**src/rtl/cond_entradas.sv**
```systemverilog
// Input conditioning for the functional encoder: synchronizes and debounces raw
// switches/buttons and produces A/B/C, the INTERF toggle and the atv_PRIO window.
module cond_entradas #(
  parameter int DEB_CICLOS = 250000,
  parameter int ATV_CICLOS = 50000000
) (
  input  logic CLK,
  input  logic RST_N,
  input  logic SW_A,
  input  logic SW_B,
  input  logic SW_C,
  input  logic BTN_INTERF,
  input  logic BTN_PRIO,
  output logic A,
  output logic B,
  output logic C,
  output logic INTERF,
  output logic atv_PRIO
);

  localparam int CW = $clog2(DEB_CICLOS);
  localparam int TW = $clog2(ATV_CICLOS);
  localparam logic [CW-1:0] CNT_MAX = CW'(DEB_CICLOS - 1);
  localparam logic [TW-1:0] TMR_MAX = TW'(ATV_CICLOS - 1);

  typedef enum logic {OCIOSO, ATIVO} estado_t;

  // Channel order: 4=SW_A, 3=SW_B, 2=SW_C, 1=BTN_INTERF, 0=BTN_PRIO
  logic [4:0]    raw;
  logic [4:0]    s1;
  logic [4:0]    s2;
  logic [4:0]    deb;
  logic [CW-1:0] cnt [5];
  logic [1:0]    deb_prev;
  logic          interf_rise;
  logic          prio_rise;
  estado_t       estado;
  logic [TW-1:0] tmr;

  assign raw = {SW_A, SW_B, SW_C, BTN_INTERF, BTN_PRIO};

  always_ff @(posedge CLK or negedge RST_N) begin
    if (!RST_N) begin
      s1 <= '0;
      s2 <= '0;
    end else begin
      s1 <= raw;
      s2 <= s1;
    end
  end

  // Any return of s2 to the accepted level throws away the partial count
  always_ff @(posedge CLK or negedge RST_N) begin
    if (!RST_N) begin
      deb <= '0;
      for (int i = 0; i < 5; i++) cnt[i] <= '0;
    end else begin
      for (int i = 0; i < 5; i++) begin
        if (s2[i] == deb[i]) begin
          cnt[i] <= '0;
        end else if (cnt[i] == CNT_MAX) begin
          deb[i] <= s2[i];
          cnt[i] <= '0;
        end else begin
          cnt[i] <= cnt[i] + 1'b1;
        end
      end
    end
  end

  assign interf_rise = deb[1] & ~deb_prev[1];
  assign prio_rise   = deb[0] & ~deb_prev[0];

  always_ff @(posedge CLK or negedge RST_N) begin
    if (!RST_N) begin
      deb_prev <= '0;
      INTERF   <= 1'b0;
    end else begin
      deb_prev <= deb[1:0];
      if (interf_rise) INTERF <= ~INTERF;
    end
  end

  // A retrigger always wins over expiry, so back-to-back presses keep the window open
  always_ff @(posedge CLK or negedge RST_N) begin
    if (!RST_N) begin
      estado <= OCIOSO;
      tmr    <= '0;
    end else begin
      case (estado)
        OCIOSO: begin
          if (prio_rise) begin
            estado <= ATIVO;
            tmr    <= TMR_MAX;
          end
        end
        ATIVO: begin
          if (prio_rise) begin
            tmr <= TMR_MAX;
          end else if (tmr == '0) begin
            estado <= OCIOSO;
          end else begin
            tmr <= tmr - 1'b1;
          end
        end
        default: estado <= OCIOSO;
      endcase
    end
  end

  assign atv_PRIO = (estado == ATIVO);
  assign A = deb[4];
  assign B = deb[3];
  assign C = deb[2];

endmodule

```
**config.mk**
```make
export PLATFORM = sky130hd
export DESIGN_NAME = cond_entradas
export DESIGN_NICKNAME = d
export VERILOG_FILES = /design/src/rtl/cond_entradas.sv
export SDC_FILE = /design/constraint.sdc
export NUM_CORES = 1
export LEC_CHECK = 0
export ABC_AREA = 1
export CORE_MARGIN = 3
export CORE_UTILIZATION = 60
export CTS_BUF_LIST = sky130_fd_sc_hd__clkbuf_4
export DETAILED_ROUTE_END_ITERATION = 7
export DONT_BUFFER_PORTS = 1
export GPL_TIMING_DRIVEN = 0
export MAX_ROUTING_LAYER = met4
export PLACE_DENSITY = 0.77
export RECOVER_POWER = 25
export SYNTH_ARGS = -nofsm -noshare
export SYNTH_HDL_FRONTEND = slang
export SYNTH_SLANG_ARGS = --single-unit
```
**constraint.sdc**
```tcl
create_clock -name CLK -period 1.8 [get_ports CLK]
set_input_delay 0.09 -clock CLK [delete_from_list [all_inputs] [get_ports CLK]]
set_output_delay 0.09 -clock CLK [all_outputs]
set_load 0.03 [all_outputs]
```
==> results of run 1 <==
[final timing paths]
check	endpoint	depth (start not counted)
worst max-delay path	tmr[11]$_DFFE_PN0P_	10
worst min-delay path	cnt[32]$_DFF_PN0_	0
worst max register to register	tmr[11]$_DFFE_PN0P_	10
worst min register to register	s2[0]$_DFF_PN0_	0
max in group asynchronous	cnt[85]$_DFF_PN0_	0
min in group CLK	s1[1]$_DFF_PN0_	1
[where the power goes]
group / switching [mW] / internal, mW
clock: 1.10 / 1.11
sequential: 0.0240 / 3.07
combinational: 0.0717 / 0.0469
[sequential cells by signal, indices dropped and copies added, names as in the netlist]
register  cells
s2            5
cnt          90
s1            5
INTERF        1
deb_prev      2
tmr          26
deb           5
atv_PRIO      1
[worst reg2reg max path: stages, from the launching register on]
cell and delay, ps:
dfrtp_1 420, inv_2 120, ha_4 190, nand2_4 80
nor2_8 170, and2_4 170, nand3_4 110, nand2_8 140
buf_8 140, nand2_1 70, o21ai_2 50
[layout by cell type (no fill, tap or decap), drive strengths merged, types with 2 or more instances in the layout]
cell           n
ha             6
a31oi          3
or2            4
and3           5
nand4         26
clkinv         8
nor2         184
xnor2          7
bufinv         4
xor2          31
nand2        178
a211oi         4
nor3b          6
nor3          37
buf           22
a21oi         19
dfrtp        135
inv          105
nand3         74
and2           2
o21ai         46
dlygate4sd3    5
nand3b         5
clkbuf        23
[per-stage QoR]
stage          instances  setup WS [ps]
3_5_place_dp        1031         -192.9
2_1_floorplan        891          27.35
3_3_place_gp        1031         -188.7
6_report            1087          76.39
4_1_cts             1071          1.630
5_1_grt             1087         -49.73
[timing repair]
action                                 in CTS  in global routing
gates cloned                                0                  0
endpoints found under the hold margin     140                135
setup endpoints to repair                  44                 65
buffers inserted                            3                 16
resized for setup                          11                 33
pin swaps                                   3                  2
[cells by family after synthesis]
kind of cell	Yosys count
and+or+nand+nor	524
DFF	135
muxes	1
xor gates and xnor gates	38
AOI/OAI and AO/OA	75
buffers and inverters	112
adders and majority gates	6
[metal layers]
layer  wire length, um  track usage, %  vias to the layer above
met4               182           8.789                        0
met1              6350           28.29                     2890
met5                 0               -                        -
met2              7570           41.06                      122
li1                  -               -                     2975
met3               527           5.761                       22
[layout make-up]
type	count	share of cell area (%)
clock inverter	14	2.298
sequential	135	42.85
clock buffer	18	1.711
timing repair buffer	24	2.757
buffer	8	0.7289
inverter	104	4.975
multi-input combinational	644	42.47
tap	140	2.218
==> impl_results.md, run 1 <==
- CTS hold repair buffers: 5
- CTS HTree Levels: 4
- Average instance area after synthesis: 7.916 um^2
- Maximum operating frequency: between 500 and 600 MHz
- Top post-synthesis cells by count: nor2_1, nand2_1, dfrtp_1
- Setup repair after global routing missed its margin: true
- Area share of the largest cell type after synthesis: about 48%
- Normalized max-slew margin: 61.14%
- Prevailing post-synth register cell: dfrtp_1
- Via count normalized by instance count: 5.528
- Number of buffer and inverter stages on the critical path: 2
- Final number of hold-violating endpoints: between 100 and 150
- Pin count of the biggest net entering global routing: approximately 140
- Largest family of logic cells by synthesized area: simple AND/OR/NAND/NOR gates
- Summed area of non-filler cells in the final layout: between 7000 and 8000 um^2
- Number of distinct library cell variants in the gate-level netlist after synthesis: just over 40
- Delay-heaviest family, CP: simple AND/OR/NAND/NOR gates
- Total Negative Setup Slacks: 0 ps
- Number of enable flip-flop cells after synthesis: 0
- Class of the tightest hold or removal check: primary input to async pin
- Total of flip-flops plus latches after synthesis: around 140
- Final antenna-violating net count: 0
- Die outline area: 13090 um^2
- Result of the run: finished with violations
- Worst setup path class: flop to flop
- Complex-gate fraction of the synthesized area: roughly 6.3%
- Detailed-placement wirelength estimate: slightly below 10000 um
- Most instantiated library cell after synthesis: nor2_1
- Cell types occupying the most area after synthesis: dfrtp_1, nor2_1, nand2_1
- Shortest clock period the worst path allows after layout: ~1700 ps
- First drt pass iteration count: 5
- Vias in the first global route: ~6000
- Placed inst area: 7228 um^2
- Total global routing track utilization: around a quarter
- Violations in the final reports: hold timing
- Transition time of the tightest slew-check pin: between 500 and 600 ps
- Latest clock arrival within the worst-skew pair: ~550 ps
- Filler cells: slightly below 900
- Sinks on the clock net: approximately 140
- Setup violation total in the final timing report: 0
- Floorplan die height: 114.4 um
- P&R area growth vs syn: 11.96%
- Syn_nets: about 900
- Footprint of the multi-input gates: 3353 um^2
- Last weighted congestion value of the routability-driven placer: a little under 0.9
- Cell-by-cell trace of the critical path: inv_2 -> ha_4 -> nand2_4 -> nor2_8 -> and2_4 -> nand3_4 -> nand2_8 -> buf_8 -> nand2_1 -> o21ai_2
- Finished Core Util: about 70%
- Synth Instances: approximately 890
- Highest fanout seen on the critical path: 10
- Warnings from Yosys: 0
- Async S/R FF share, synth: 100.0%
- Sequential cell area: between 3000 and 4000 um^2
- Critical Path Source Type: flop
- Die width: between 100 and 150 um
- Residual overflow from global routing: 0
- Number of buffers inserted by port buffering: 0
- CP endpoint kind: flop
- Dominant cell type by area after synthesis: dfrtp_1
- Number of antenna violations at the first check in global routing: 0
- Clock buffers created by TritonCTS: 17
- Source of the critical timing path: tmr[0]$_DFFE_PN0P_
- Maximum clock skew at final layout: 18.91 ps
- Post-synthesis mux area share: 0.1597%
- Clock Tree Buf Depth: 2
- Cell at the root of the clock tree: clkbuf_4
- Critical register-to-register path startpoint: tmr[0]$_DFFE_PN0P_
- Cell area power density: about 690 nW/um^2
- Max-Cap Viols: 0
- Share of the clock period used by the worst path after layout: a little over nine tenths
- Wire length of the first global-routing pass: around 25000 um
- Share of post-route cells with drive strength above 1: about an eighth
- ANT cells: 0
- Worst Hold Slack: -775.8 ps
- CTS tree: done
- Clock transition at the registers of the reported paths: ~120 ps
- Maximum single-stage delay on the critical path: 420 ps
- Peak ir drop on the vdd network: 0.7879 mV
- Number of DRC violations after detailed-routing iteration 0: between 500 and 600
- Row count: 38
- Mean routed wirelength per cell: 13.46 um
- Starting Density: 63.12%
- Post-route DRC: 0
- Post-synthesis share of cell area spent on xor and xnor gates: roughly 4.7%
- Simple-gate portion of the synthesized area: about a third
- Total wirelength of the detailed-routed design: 14630 um
- Number of top-level pins: 12
- Max-slew violations: 0
- Seq/Total Area, Yosys: between 40% and 50%
- Total design power: between 5 and 6 mW
- Nets: 947
- Mapped Area: approximately 7100 um^2
- Data arrival time of the worst path: around 2200 ps
- Worst path required time: ~2300 ps
- Reg2reg setup slack: 80 ps
- Core region area: 11170 um^2
- Critical Path Slowest Stage Cell: dfrtp_1
- Static leakage: between 3 and 4 nW
- Total vias in the final route: around 6000
- Adder-cell share of the synthesized area: under 10%
(Power assumes the default switching activity.)
==> run 2, diff against run 1 <==
--- a/config.mk
+++ b/config.mk
@@ -7,13 +7,13 @@
 export LEC_CHECK = 0
 export ABC_AREA = 1
 export CORE_MARGIN = 3
-export CORE_UTILIZATION = 60
+export CORE_UTILIZATION = 65
 export CTS_BUF_LIST = sky130_fd_sc_hd__clkbuf_4
 export DETAILED_ROUTE_END_ITERATION = 7
 export DONT_BUFFER_PORTS = 1
 export GPL_TIMING_DRIVEN = 0
 export MAX_ROUTING_LAYER = met4
-export PLACE_DENSITY = 0.77
+export PLACE_DENSITY = 0.79
 export RECOVER_POWER = 25
 export SYNTH_ARGS = -nofsm -noshare
 export SYNTH_HDL_FRONTEND = slang
==> constraint.sdc (replaced) <==
create_clock -name CLK -period 1.85 [get_ports CLK]
set_input_delay 0.0925 -clock CLK [delete_from_list [all_inputs] [get_ports CLK]]
set_output_delay 0.0925 -clock CLK [all_outputs]
set_load 0.03 [all_outputs]
==> run 2 against run 1 <==
The run still ends with hold timing left; wire length down 3.7%; setup slack improved by 9.9 ps; total power fell by 10%; register-to-register slack is essentially flat; sequential cell count is the same; largest cell class unchanged; largest power group unchanged; highest routed layer unchanged.
==> impl_results.md, run 2 (synthesis results as in run 1) <==
- Critical register-to-register path startpoint: tmr[1]$_DFFE_PN0P_
- Number of antenna violations at the first check in global routing: 0
- Power share of the combinational group: around 2.2%
- CP endpoint kind: flop
- Final number of hold-violating endpoints: 135
- Worst setup path class: flop to flop
- Cell at the root of the clock tree: clkbuf_4
- Die width: approximately 110 um
- Registers with the highest flip-flop counts: cnt x90, tmr x26
- Post-route DRC: 0
- Register bank with the most flops: cnt
- CTS HTree Levels: 4
- Share of the clock period used by the worst path after layout: ~95%
- Number of buffers inserted by port buffering: 0
- Via count normalized by instance count: approximately 5.5
- Sequential Power Share: 62.0%
- Total wirelength of the detailed-routed design: roughly 14000 um
- Total vias in the final route: about 5900
- Footprint of the multi-input gates: 3332 um^2
- Worst Reg-to-Reg Cells: 10
- Setup repair after global routing missed its margin: true
- Commonest non-fill, non-tap cell in the layout: nand2_1
- ANT cells: 0
- Clock Tree Buf Depth: 2
- Reg-to-reg endpoint: tmr[16]$_DFFE_PN0P_
- Clock transition at the registers of the reported paths: 110 ps
- Peak ir drop on the vdd network: approximately 0.66 mV
- Number of DRC violations after detailed-routing iteration 0: 310
- Total global routing track utilization: between 20% and 30%
- Class of the tightest hold or removal check: primary input to async pin
- Starting Density: about two thirds
- Wire length of the first global-routing pass: between 20000 and 25000 um
- Filler cells: around 800
- Vias in the first global route: approximately 5400
- Total design power: 4.859 mW
- Psw: 1.167 mW
- Internal power: about 3.7 mW
- Clock buffers created by TritonCTS: 17
- Data arrival time of the worst path: roughly 2200 ps
- Maximum clock skew at final layout: ~17 ps
- Mean routed wirelength per cell: ~13 um
- Maximum operating frequency: roughly 570 MHz
- Static leakage: approximately 3.6 nW
- Residual overflow from global routing: 0
- Number of top-level pins: 12
- Transition time of the tightest slew-check pin: 609.0 ps
- Reg2reg setup slack: approximately 86 ps
- Max-Cap Viols: 0
- Proportion of total power due to net switching: 24.03%
- Setup violation total in the final timing report: 0
- First drt pass iteration count: 5
- Sequential cell area: around 3400 um^2
- Nets: 939
- CTS hold repair buffers: 5
- Detailed-placement wirelength estimate: 9549 um
- Clock share of power: between 30% and 40%
- Result of the run: finished with violations
- Core region area: 10420 um^2
- Worst Hold Slack: -778.1 ps
- Cell area power density: ~630 nW/um^2
- Latest clock arrival within the worst-skew pair: 550 ps
- Shortest clock period the worst path allows after layout: between 1500 and 2000 ps
- Worst path required time: ~2300 ps
- Top library cells by usage in the layout, fill and taps aside: nand2_1, nor2_1, dfrtp_1
- Max FFs per register: 90
- Critical Path Source Type: flop
- Normalized max-slew margin: approximately 60%
- CTS tree: done
- Max-slew violations: 0
- Last weighted congestion value of the routability-driven placer: roughly 0.9
- Floorplan die height: roughly 110 um
- Sinks on the clock net: approximately 140
- Violations in the final reports: hold timing
- Pin count of the biggest net entering global routing: ~140
- Highest fanout seen on the critical path: 10
- Final antenna-violating net count: 0
- Row count: 37
- Share of post-route cells with drive strength above 1: roughly 11%
- P&R area growth vs syn: 9.225%
- Die outline area: 12140 um^2
==> run 2: changes by cell type in the layout (fill, tap and decap cells not counted), sizes merged <==
cell / delta
clkinvlp: -1
inv: +1
buf: -8
bufinv: -3
clkinv: +2
==> run 2: layout make-up <==
| cell class | instances | share of cell area (%) |
|---|---|---|
| Inverter | 104 | 5.067 |
| Clock inverter | 13 | 1.381 |
| Timing Repair Buffer | 16 | 1.722 |
| Buffer | 8 | 0.7471 |
| Tap cell | 136 | 2.209 |
| Clock buffer | 18 | 1.754 |
| Sequential cell | 135 | 43.87 |
| Multi-Input combinational cell | 644 | 43.25 |
==> run 2: repair_timing <==
item / CTS / global route
hold endpoints to repair: 140 / 135
pin swaps: 1 / 2
gates resized for setup: 7 / 26
endpoints found under the setup margin: 33 / 48
buffers inserted: 1 / 10
==> run 2: per-layer routing <==
| layer | global-route usage (%) | vias to the layer above | part of all wire [%] | wire length [um] |
|---|---|---|---|---|
| met5 | - | - | 0 | 0 |
| met4 | 8.883 | 0 | 1.5 | 206 |
| met3 | 5.941 | 20 | 4.3 | 611 |
| met2 | 40.47 | 137 | 49 | 6840 |
| met1 | 32.48 | 2810 | 46 | 6425 |
| li1 | - | 2960 | - | - |
==> run 2: how the worst max path moves through the flow <==
stage	slack (ps)	from	endpoint
5_1_grt	-70	cnt[54]$_DFF_PN0_	cnt[68]$_DFF_PN0_
4_1_cts	6	cnt[54]$_DFF_PN0_	cnt[68]$_DFF_PN0_
3_3_place_gp	-160	tmr[0]$_DFFE_PN0P_	tmr[6]$_DFFE_PN0P_
6_report	90	tmr[1]$_DFFE_PN0P_	tmr[16]$_DFFE_PN0P_
3_5_place_dp	-260	tmr[0]$_DFFE_PN0P_	tmr[17]$_DFFE_PN0P_
2_1_floorplan	80	tmr[0]$_DFFE_PN0P_	tmr[12]$_DFFE_PN0P_
==> run 2: through the flow <==
stage / instances / worst slack [ps] / TNS (ps) / util [%] / cell area (um^2)
final: 1074 / 86.25 / 0 / 73.96 / 7704
after global routing: 1074 / -73.34 / -92.02 / 73.96 / 7704
after CTS: 1064 / 5.538 / 0 / 72.46 / 7547
after detailed placement: 1027 / -257.6 / -3633 / 69.35 / 7223
after global placement: 1027 / -157.7 / -2144 / 69.35 / 7223
after floorplan: 891 / 77.35 / 0 / - / 7053
==> run 2: critical path, cell delays in order (launching register included) <==
cell and delay, ps:
dfrtp_1 410, inv_1 120, ha_4 190, nand2_4 80, nor2_8 140, and2_4 170, nand3_4 140, nand2_8 150
buf_8 140, nand2_1 70, o21ai_2 60
==> run 2: power groups by stage <==
| stage | Sequential [mW] | Combinational (mW) | Clock (mW) |
|---|---|---|---|
| 3_3_place_gp | 3.07 | 0.0891 | 0 |
| 3_5_place_dp | 3.07 | 0.0949 | 0 |
| 2_1_floorplan | 3.06 | 0.0736 | 0 |
| 4_1_cts | 3.01 | 0.104 | 1.79 |
| 5_1_grt | 3.02 | 0.122 | 1.92 |
| 6_report | 3.01 | 0.106 | 1.74 |
==> run 3, diff against run 2 <==
--- a/config.mk
+++ b/config.mk
@@ -12,7 +12,6 @@
 export DETAILED_ROUTE_END_ITERATION = 7
 export DONT_BUFFER_PORTS = 1
 export GPL_TIMING_DRIVEN = 0
-export MAX_ROUTING_LAYER = met4
 export PLACE_DENSITY = 0.79
 export RECOVER_POWER = 25
 export SYNTH_ARGS = -nofsm -noshare
==> run 3 against run 2 <==
The run still ends with hold timing left; setup slack better by 2.1 ps; via count about the same; count of clock-buffer cells in the layout up 1; maximum frequency up 0.12%; die area unchanged; wire length up 0.65%; clock skew down 2.6 ps; clock power up 9%; utilization up 0.43 points; total power up 3.3%; non-clock buffer count up 2; sequential power about the same; critical path type unchanged; largest power group unchanged.
==> impl_results.md, run 3 (synthesis results as in run 1) <==
- Worst setup slack after placement: -210.8 ps
- Core region area: around 10000 um^2
- Floorplan die height: approximately 110 um
- Worst Hold Slack: -777.6 ps
- Clock Tree Buf Depth: 2
- CTS tree: done
- Static leakage: approximately 3.6 nW
- Peak ir drop on the vdd network: ~0.79 mV
- Cell-by-cell trace of the critical path: nor2_4 -> nand2_2 -> nor2_4 -> nand2_2 -> o21ai_4 -> nand2_4 -> buf_6 -> o21ai_1 -> o21ai_2
- Cell area power density: approximately 650 nW/um^2
- Final antenna-violating net count: 0
- Commonest non-fill, non-tap cell in the layout: nand2_1
- Reg-to-reg endpoint: tmr[15]$_DFFE_PN0P_
- Worst Reg-to-Reg Cells: 9
- Die width: around 110 um
- Last weighted congestion value of the routability-driven placer: a little over 0.9
- Maximum clock skew at final layout: between 10 and 15 ps
- Detailed-placement wirelength estimate: 9662 um
- Share of the clock period used by the worst path after layout: 95.22%
- Critical register-to-register path startpoint: tmr[9]$_DFFE_PN0P_
- Clock transition at the registers of the reported paths: 110 ps
- Share of post-route cells with drive strength above 1: 11.26%
- Residual overflow from global routing: 0
- CTS HTree Levels: 4
- Data arrival time of the worst path: 2210 ps
- Sinks on the clock net: 135
- Worst setup path class: flop to flop
- Worst path required time: between 2000 and 2500 ps
- Latest clock arrival within the worst-skew pair: 550 ps
- Final number of hold-violating endpoints: 135
- Cell at the root of the clock tree: clkbuf_4
- Number of buffers inserted by port buffering: 0
- Maximum operating frequency: approximately 570 MHz
- Setup WS post-layout: 88.39 ps
- P&R area growth vs syn: 9.863%
- Number of DRC violations after detailed-routing iteration 0: roughly 440
- Critical Path Source Type: flop
- Shortest clock period the worst path allows after layout: 1762 ps
- Reg2reg setup slack: approximately 90 ps
- CP endpoint kind: flop
- Post-route DRC: 0
- Highest fanout seen on the critical path: 10
- Setup violation total in the final timing report: 0
- Result of the run: finished with violations
- Top library cells by usage in the layout, fill and taps aside: nand2_1, nor2_1, dfrtp_1
- Clock buffers created by TritonCTS: 17
- Register bank with the most flops: cnt
- Violations in the final reports: hold timing
- Transition time of the tightest slew-check pin: a little under 600 ps
- Normalized max-slew margin: between 60 and 70%
- Registers with the highest flip-flop counts: cnt x90, tmr x26
- Pin count of the biggest net entering global routing: around 140
- First drt pass iteration count: 5
- Wire length of the first global-routing pass: between 20000 and 25000 um
- ANT cells: 0
- Total wirelength of the detailed-routed design: 14180 um
- Max FFs per register: 90
- Mean routed wirelength per cell: between 10 and 15 um
- Via count normalized by instance count: ~5.5
- Row count: 37
- Total design power: around 5.0 mW
- Maximum single-stage delay on the critical path: approximately 480 ps
- Number of top-level pins: 12
- Max-Cap Viols: 0
- Vias in the first global route: approximately 5500
- Number of antenna violations at the first check in global routing: 0
- Starting Density: about 68%
- Class of the tightest hold or removal check: primary input to async pin
- Die outline area: 12140 um^2
- Total global routing track utilization: ~25%
- Max-slew violations: 0
- Critical Path Slowest Stage Cell: dfrtp_1
- CTS hold repair buffers: 5
- Total vias in the final route: about 6000
- Nets: 941
run 3: cell types whose count changed in the layout (fill, tap and decap cells not counted), sizes merged:
cell | before | now
buf | 14 | 16
bufinv | 1 | 2
clkinv | 10 | 9
clkbuf | 23 | 24
run 3: power breakdown:
group	switching [mW]	internal (mW)
Combinational	0.0668	0.0418
Sequential	0.0240	2.99
Clock	1.07	0.825
Total	1.16	3.85
run 3: worst max-delay path: cells and delay by family (launching register included):
kind,cells,cell delay (ps)
DFF,1,480
AOI/OAI and AO/OA,3,390
buffers and inverters,1,150
and+or+nand+nor,5,620
run 3: layer usage:
metal | share of wire [%] | vias to the layer above | wire (um) | global-route usage (%)
li1 | - | 2954 | - | -
met1 | 45 | 2814 | 6368 | 32.61
met4 | 1.1 | 0 | 160 | 7.652
met3 | 4.5 | 24 | 635 | 6.698
met5 | 0 | - | 0 | 0
met2 | 49 | 137 | 7011 | 41.68
run 3: cell type report:
| class | count | area, um^2 |
|---|---|---|
| clock buffers | 19 | 142.6 |
| multi-input cells | 644 | 3328 |
| well taps | 136 | 170.2 |
| clock inverters | 13 | 130.1 |
| inverters | 104 | 392.9 |
| fillers | 762 | 2668 |
| plain buffers | 8 | 57.56 |
| flip-flops and latches | 135 | 3379 |
| repair buffers | 18 | 147.6 |
run 3: timing repair:
action                                  CTS  global route
resized for setup                         6            28
gates cloned                              0             0
hold endpoints to repair                140           135
endpoints found under the setup margin   33            65
setup buffers                             2            11
pin swaps                                 1             3
run 3: worst max path at each step:
stage	start	endpoint	depth (start not counted)
2_1_floorplan	tmr[0]$_DFFE_PN0P_	tmr[12]$_DFFE_PN0P_	10
3_3_place_gp	tmr[0]$_DFFE_PN0P_	tmr[6]$_DFFE_PN0P_	10
3_5_place_dp	tmr[0]$_DFFE_PN0P_	tmr[17]$_DFFE_PN0P_	10
4_1_cts	tmr[0]$_DFFE_PN0P_	tmr[10]$_DFFE_PN0P_	10
5_1_grt	tmr[10]$_DFFE_PN0P_	tmr[17]$_DFFE_PN0P_	8
6_report	tmr[9]$_DFFE_PN0P_	tmr[15]$_DFFE_PN0P_	9
run 3: metrics by stage:
step | TNS (ps) | util, % | area [um^2] | instances
global placement | -2091 | 69.35 | 7223 | 1027
finish | 0 | 74.39 | 7749 | 1077
detailed placement | -3092 | 69.35 | 7223 | 1027
global route | -85.20 | 74.39 | 7749 | 1077
CTS | 0 | 72.80 | 7584 | 1066
floorplan | 0 | - | 7053 | 891
